### config.mk
export PLATFORM = sky130hd
export DESIGN_NAME = axi_4lite_master
export DESIGN_NICKNAME = d
export VERILOG_FILES = /design/src/rtl/axi_4lite_pkg.sv /design/src/rtl/axi_4lite_master.sv
export SDC_FILE = /design/constraint.sdc
export NUM_CORES = 1
export LEC_CHECK = 0
export BUFFER_PORTS_ARGS = -buffer_cell sky130_fd_sc_hd__buf_2
export CELL_PAD_IN_SITES_DETAIL_PLACEMENT = 0
export CELL_PAD_IN_SITES_GLOBAL_PLACEMENT = 2
export CORE_AREA = 2 2 126 128
export DETAILED_ROUTE_END_ITERATION = 10
export DIE_AREA = 0 0 128 130
export HOLD_SLACK_MARGIN = 0.03
export PLACE_DENSITY_LB_ADDON = 0.1
export SYNTH_ARGS = -nofsm -noshare
export SYNTH_HDL_FRONTEND = slang
export SYNTH_SLANG_ARGS = --single-unit
### constraint.sdc
create_clock -name AXI_aclk -period 1.7 [get_ports AXI_aclk]
set_input_delay 0.085 -clock AXI_aclk [delete_from_list [all_inputs] [get_ports AXI_aclk]]
set_output_delay 0.085 -clock AXI_aclk [all_outputs]
set_load 0.005 [all_outputs]
### src/rtl/axi_4lite_pkg.sv
// Shared AXI4-Lite definitions: response codes and the master FSM state encoding.
package axi_4lite_pkg;

  // Response codes, shared by master and slave; passed through unmodified.
  localparam logic [1:0] RESP_OKAY   = 2'b00;
  localparam logic [1:0] RESP_EXOKAY = 2'b01;
  localparam logic [1:0] RESP_SLVERR = 2'b10;
  localparam logic [1:0] RESP_DECERR = 2'b11;

  // Master transaction sequencer states.
  typedef enum logic [2:0] {
    StIdle   = 3'd0,
    StWrReq  = 3'd1,
    StWrResp = 3'd2,
    StRdReq  = 3'd3,
    StRdResp = 3'd4,
    StRsp    = 3'd5
  } mst_state_e;

endpackage

### src/rtl/axi_4lite_master.sv
// AXI4-Lite initiator: turns single-beat commands into one AXI4-Lite transaction
// at a time and returns the read data / response code on a valid/ready port.
// Every output is driven straight from a flop, so no valid depends on any ready.
module axi_4lite_master
  import axi_4lite_pkg::*;
#(
  parameter int unsigned AXI_Dwidth    = 32,
  parameter int unsigned AXI_Addrwidth = 4
) (
  input  logic                       AXI_aclk,
  input  logic                       AXI_aresetn,
  // Command port
  input  logic                       cmd_valid,
  output logic                       cmd_ready,
  input  logic                       cmd_write,
  input  logic [AXI_Addrwidth-1:0]   cmd_addr,
  input  logic [AXI_Dwidth-1:0]      cmd_wdata,
  input  logic [AXI_Dwidth/8-1:0]    cmd_wstrb,
  // Response port
  output logic                       rsp_valid,
  input  logic                       rsp_ready,
  output logic                       rsp_write,
  output logic [AXI_Dwidth-1:0]      rsp_rdata,
  output logic [1:0]                 rsp_resp,
  // Write address channel
  output logic [AXI_Addrwidth-1:0]   AXI_awaddr,
  output logic                       AXI_awvalid,
  input  logic                       AXI_awready,
  // Write data channel
  output logic [AXI_Dwidth-1:0]      AXI_wdata,
  output logic [AXI_Dwidth/8-1:0]    AXI_wstrb,
  output logic                       AXI_wvalid,
  input  logic                       AXI_wready,
  // Write response channel
  input  logic [1:0]                 AXI_bresp,
  input  logic                       AXI_bvalid,
  output logic                       AXI_bready,
  // Read address channel
  output logic [AXI_Addrwidth-1:0]   AXI_areadaddr,
  output logic [2:0]                 AXI_arprotect,
  output logic                       AXI_arvalid,
  input  logic                       AXI_arready,
  // Read data channel
  input  logic [AXI_Dwidth-1:0]      AXI_rdata,
  input  logic [1:0]                 AXI_rresp,
  input  logic                       AXI_rvalid,
  output logic                       AXI_rready
);

  localparam int unsigned StrbW = AXI_Dwidth / 8;

  mst_state_e state_q, state_d;

  // Per-channel completion flags for the write request phase.
  logic aw_done_q, aw_done_d;
  logic w_done_q, w_done_d;

  logic cmd_ready_q, cmd_ready_d;

  logic                     awvalid_q, awvalid_d;
  logic                     wvalid_q, wvalid_d;
  logic                     arvalid_q, arvalid_d;
  logic                     bready_q, bready_d;
  logic                     rready_q, rready_d;
  logic [AXI_Addrwidth-1:0] awaddr_q, awaddr_d;
  logic [AXI_Addrwidth-1:0] araddr_q, araddr_d;
  logic [AXI_Dwidth-1:0]    wdata_q, wdata_d;
  logic [StrbW-1:0]         wstrb_q, wstrb_d;

  logic                     rsp_valid_q, rsp_valid_d;
  logic                     rsp_write_q, rsp_write_d;
  logic [AXI_Dwidth-1:0]    rsp_rdata_q, rsp_rdata_d;
  logic [1:0]               rsp_resp_q, rsp_resp_d;

  logic aw_hs, w_hs;

  assign aw_hs = awvalid_q & AXI_awready;
  assign w_hs  = wvalid_q & AXI_wready;

  // Next-state and next-output logic for the transaction sequencer.
  always_comb begin
    state_d     = state_q;
    aw_done_d   = aw_done_q;
    w_done_d    = w_done_q;
    cmd_ready_d = cmd_ready_q;
    awvalid_d   = awvalid_q;
    wvalid_d    = wvalid_q;
    arvalid_d   = arvalid_q;
    bready_d    = bready_q;
    rready_d    = rready_q;
    awaddr_d    = awaddr_q;
    araddr_d    = araddr_q;
    wdata_d     = wdata_q;
    wstrb_d     = wstrb_q;
    rsp_valid_d = rsp_valid_q;
    rsp_write_d = rsp_write_q;
    rsp_rdata_d = rsp_rdata_q;
    rsp_resp_d  = rsp_resp_q;

    unique case (state_q)
      StIdle: begin
        if (cmd_valid) begin
          cmd_ready_d = 1'b0;
          if (cmd_write) begin
            awaddr_d  = cmd_addr;
            wdata_d   = cmd_wdata;
            wstrb_d   = cmd_wstrb;
            awvalid_d = 1'b1;
            wvalid_d  = 1'b1;
            aw_done_d = 1'b0;
            w_done_d  = 1'b0;
            state_d   = StWrReq;
          end else begin
            araddr_d  = cmd_addr;
            arvalid_d = 1'b1;
            state_d   = StRdReq;
          end
        end
      end

      StWrReq: begin
        if (aw_hs) begin
          awvalid_d = 1'b0;
          aw_done_d = 1'b1;
        end
        if (w_hs) begin
          wvalid_d = 1'b0;
          w_done_d = 1'b1;
        end
        // Leave as soon as the later of the two handshakes lands.
        if ((aw_done_q | aw_hs) && (w_done_q | w_hs)) begin
          aw_done_d = 1'b0;
          w_done_d  = 1'b0;
          bready_d  = 1'b1;
          state_d   = StWrResp;
        end
      end

      StWrResp: begin
        if (AXI_bvalid) begin
          bready_d    = 1'b0;
          rsp_valid_d = 1'b1;
          rsp_write_d = 1'b1;
          rsp_rdata_d = '0;
          rsp_resp_d  = AXI_bresp;
          state_d     = StRsp;
        end
      end

      StRdReq: begin
        if (AXI_arready) begin
          arvalid_d = 1'b0;
          rready_d  = 1'b1;
          state_d   = StRdResp;
        end
      end

      StRdResp: begin
        if (AXI_rvalid) begin
          rready_d    = 1'b0;
          rsp_valid_d = 1'b1;
          rsp_write_d = 1'b0;
          rsp_rdata_d = AXI_rdata;
          rsp_resp_d  = AXI_rresp;
          state_d     = StRsp;
        end
      end

      StRsp: begin
        // rsp_* payload is left untouched so it stays stable until consumed.
        if (rsp_ready) begin
          rsp_valid_d = 1'b0;
          cmd_ready_d = 1'b1;
          state_d     = StIdle;
        end
      end

      default: begin
        awvalid_d   = 1'b0;
        wvalid_d    = 1'b0;
        arvalid_d   = 1'b0;
        bready_d    = 1'b0;
        rready_d    = 1'b0;
        rsp_valid_d = 1'b0;
        aw_done_d   = 1'b0;
        w_done_d    = 1'b0;
        cmd_ready_d = 1'b1;
        state_d     = StIdle;
      end
    endcase
  end

  // State and output registers; reset abandons any transaction in flight.
  always_ff @(posedge AXI_aclk or negedge AXI_aresetn) begin
    if (!AXI_aresetn) begin
      state_q     <= StIdle;
      aw_done_q   <= 1'b0;
      w_done_q    <= 1'b0;
      cmd_ready_q <= 1'b1;
      awvalid_q   <= 1'b0;
      wvalid_q    <= 1'b0;
      arvalid_q   <= 1'b0;
      bready_q    <= 1'b0;
      rready_q    <= 1'b0;
      awaddr_q    <= '0;
      araddr_q    <= '0;
      wdata_q     <= '0;
      wstrb_q     <= '0;
      rsp_valid_q <= 1'b0;
      rsp_write_q <= 1'b0;
      rsp_rdata_q <= '0;
      rsp_resp_q  <= '0;
    end else begin
      state_q     <= state_d;
      aw_done_q   <= aw_done_d;
      w_done_q    <= w_done_d;
      cmd_ready_q <= cmd_ready_d;
      awvalid_q   <= awvalid_d;
      wvalid_q    <= wvalid_d;
      arvalid_q   <= arvalid_d;
      bready_q    <= bready_d;
      rready_q    <= rready_d;
      awaddr_q    <= awaddr_d;
      araddr_q    <= araddr_d;
      wdata_q     <= wdata_d;
      wstrb_q     <= wstrb_d;
      rsp_valid_q <= rsp_valid_d;
      rsp_write_q <= rsp_write_d;
      rsp_rdata_q <= rsp_rdata_d;
      rsp_resp_q  <= rsp_resp_d;
    end
  end

  assign cmd_ready     = cmd_ready_q;
  assign rsp_valid     = rsp_valid_q;
  assign rsp_write     = rsp_write_q;
  assign rsp_rdata     = rsp_rdata_q;
  assign rsp_resp      = rsp_resp_q;
  assign AXI_awaddr    = awaddr_q;
  assign AXI_awvalid   = awvalid_q;
  assign AXI_wdata     = wdata_q;
  assign AXI_wstrb     = wstrb_q;
  assign AXI_wvalid    = wvalid_q;
  assign AXI_bready    = bready_q;
  assign AXI_areadaddr = araddr_q;
  assign AXI_arprotect = 3'b000;
  assign AXI_arvalid   = arvalid_q;
  assign AXI_rready    = rready_q;

endmodule

==> impl_results.md <==
* Antenna violations before repair at 0
* Synth Cell Area at 3930 um^2
* Ant. Diodes at 0
* Setup CP Type: reg -> reg
* # setup viols final at 0
* CP startpoint kind: flip-flop
* Crit. End Element: flip-flop
* Post-synthesis average cell area at 11.7 um^2
* Worst Hold Path Cells at 3
* Die height at 130 um
* Worst-Skew Late Latency at 0.34 ns
* Unique cell type count in the Yosys netlist at 36
* Worst-case clock buffer depth at 2
* Setup Slack @ Placement at 0.0507 ns
* I/O pin total at 175
* Vias per cell at 4.21
* Max Slew Vio Count at 0
* FF-to-FF path depth at 4
* Critical Path RT at 1.92 ns
* Wirelength per Cell at 13.9 um
* Layout Cells excl Fill at 781
* Utilization after layout at 0.397
* Initial DRC count at 127
* Endpoints failing hold at 0
* Pwr dens at 1530 nW/um^2
* Peak Freq at 606 MHz
* Postcts setup bufs at 0
* Most common cell after layout, fill and taps aside: buf_2
* Arr. time, crit path at 1.87 ns
* Port Buffer Count at 171
* Row count at 46
* Largest net degree at the start of global routing at 39
* Post-detail-place hpwl at 7.87 mm
* Vias in the first global route at 3386
* Htree depth at 3
* Hold Crit Class: in -> reg
* Fin crit share at 0.970
* Placer Congestion at 0.703
* Nets at 670
* Worst hold slack at 0.0494 ns
* Sequential-to-total area share from yosys stat at 0.580
* DP Cell Count at 692
* Post-DP Area at 5090 um^2
* Core area at 15400 um^2
* Main synth FF type: dfrtp_1
* Slowest stage cell, crit path: or4_4
* RSZ-0062 raised after global routing: no
* Max FO, Critical Path at 32
* Max VDD drop at 0.525 mV
* Fraction of registers with async set/reset at 1.00
* Period minus WS final at 1.65 ns
* Synth warn at 0
* Initial Util at 0.255
* Crit path cell chain: nand2b_4 > or4_4 > buf_12 > mux2_4
* CTS root buf: clkbuf_16
* Power, Total at 9.35 mW
* Outcome: finished clean
* Synth Register Bits at 91
* CTS Buf Count at 9
* Routed Antenna Nets at 0
* Area Growth Syn to Fin at 56.2%
* Commonest cells after routing, fill and taps aside: buf_2 (170), dfrtp_1 (90), nand2_1 (78)
* TritonCTS clock tree: built
* First-pass GRT wire length at 17.2 mm
* Clock-pin slew on the worst setup and hold paths at 0.07 ns
* Vias at 3288
* Critical path's largest stage delay at 0.45 ns
* DRC Markers at 0
* Max-cap violations at 0
* Aggregate routed wire length at 10.8 mm
* Total leakage power at 3.09 nW
* Setup tns final at 0 ns
* Skew final at 0.00898 ns
* Clock Sinks at 91
* Final instance area at 6130 um^2
* Gate Count Post-Synth at 336
* Die footprint at 16600 um^2
* Total gr overflow at 0
* Drt first pass iters at 4
* Final setup margin at 0.0511 ns
* Layout cells sized above 1 at 0.430
* GRT Total Usage at 0.134
* Die width at 128 um
* Post-synth EDFFs at 0
## state kept, by name, summed over array words and instances, names as in the netlist
register / cells
AXI_areadaddr: 4
AXI_arvalid: 1
AXI_awaddr: 4
AXI_awvalid: 1
AXI_bready: 1
AXI_rready: 1
AXI_wdata: 32
AXI_wstrb: 4
AXI_wvalid: 1
aw_done_q: 1
cmd_ready: 1
rsp_rdata: 32
rsp_resp: 2
rsp_valid: 1
rsp_write: 1
state_q: 3
w_done_q: 1
## cell type report
type,instances,area [um^2]
fill,1589,9290
sequential,91,2280
timing repair buffer,258,1780
multi-input combinational,221,1520
tap,192,240
clock buffer,9,225
clock inverter,7,76.3
inverter,3,11.3
## per-layer routing
layer / vias up / global-route usage / share of wire
li1: 1631 / - / -
met1: 1566 / 0.171 / 0.45
met2: 75 / 0.219 / 0.49
met3: 16 / 0.0275 / 0.042
met4: 0 / 0.0640 / 0.024
met5: - / 0 / 0
## report_power, final
group	leakage (nW)	internal [mW]	total [mW]	switching [mW]
logic	1.80	2.09	3.71	1.62
clock network	0.142	1.15	2.05	0.899
registers	1.15	3.10	3.59	0.487
## final timing paths
kind                               from          endpoint  slack (ns)
max                          state_q[2]      AXI_wdata[8]        0.05
min                        AXI_bresp[1]       rsp_resp[1]        0.05
max reg2reg                  state_q[2]      AXI_wdata[8]        0.05
min reg2reg                rsp_rdata[4]      rsp_rdata[4]        0.47
max in group asynchronous   AXI_aresetn      AXI_wstrb[1]        0.90
min in group asynchronous   AXI_aresetn  AXI_areadaddr[0]        0.18
## worst max-delay path: cells and delay by family (launching register included)
kind,cells,cell delay (ns)
buffers and inverters,1,0.21
DFF,1,0.38
muxes,1,0.31
and+or+nand+nor,2,0.60
## cell usage after synthesis (3+ instances only)
master | n | share of area
clkbuf_1 | 6 | 0.0057
a21oi_1 | 13 | 0.017
inv_1 | 3 | 0.0029
mux2_2 | 6 | 0.017
mux2_4 | 38 | 0.15
nand2b_1 | 4 | 0.0064
buf_4 | 3 | 0.0057
or2_2 | 3 | 0.0048
nand2_1 | 78 | 0.075
nor2_1 | 10 | 0.0096
o21ai_0 | 43 | 0.055
buf_6 | 5 | 0.014
dfrtp_1 | 90 | 0.57
buf_2 | 8 | 0.010
## cell families after synthesis
family	share of synthesized area
DFF	0.580
muxes	0.168
and+or+nand+nor	0.114
other	0.000955
AOI/OAI and AO/OA	0.0972
buffers and inverters	0.0398
## timing repair
item	4_1_cts	5_1_grt
hold buffers	73	0
gates resized for setup	0	1
endpoints found under the hold margin	144	0
setup endpoints to repair	0	2
Power figures use the tool's default switching activity.
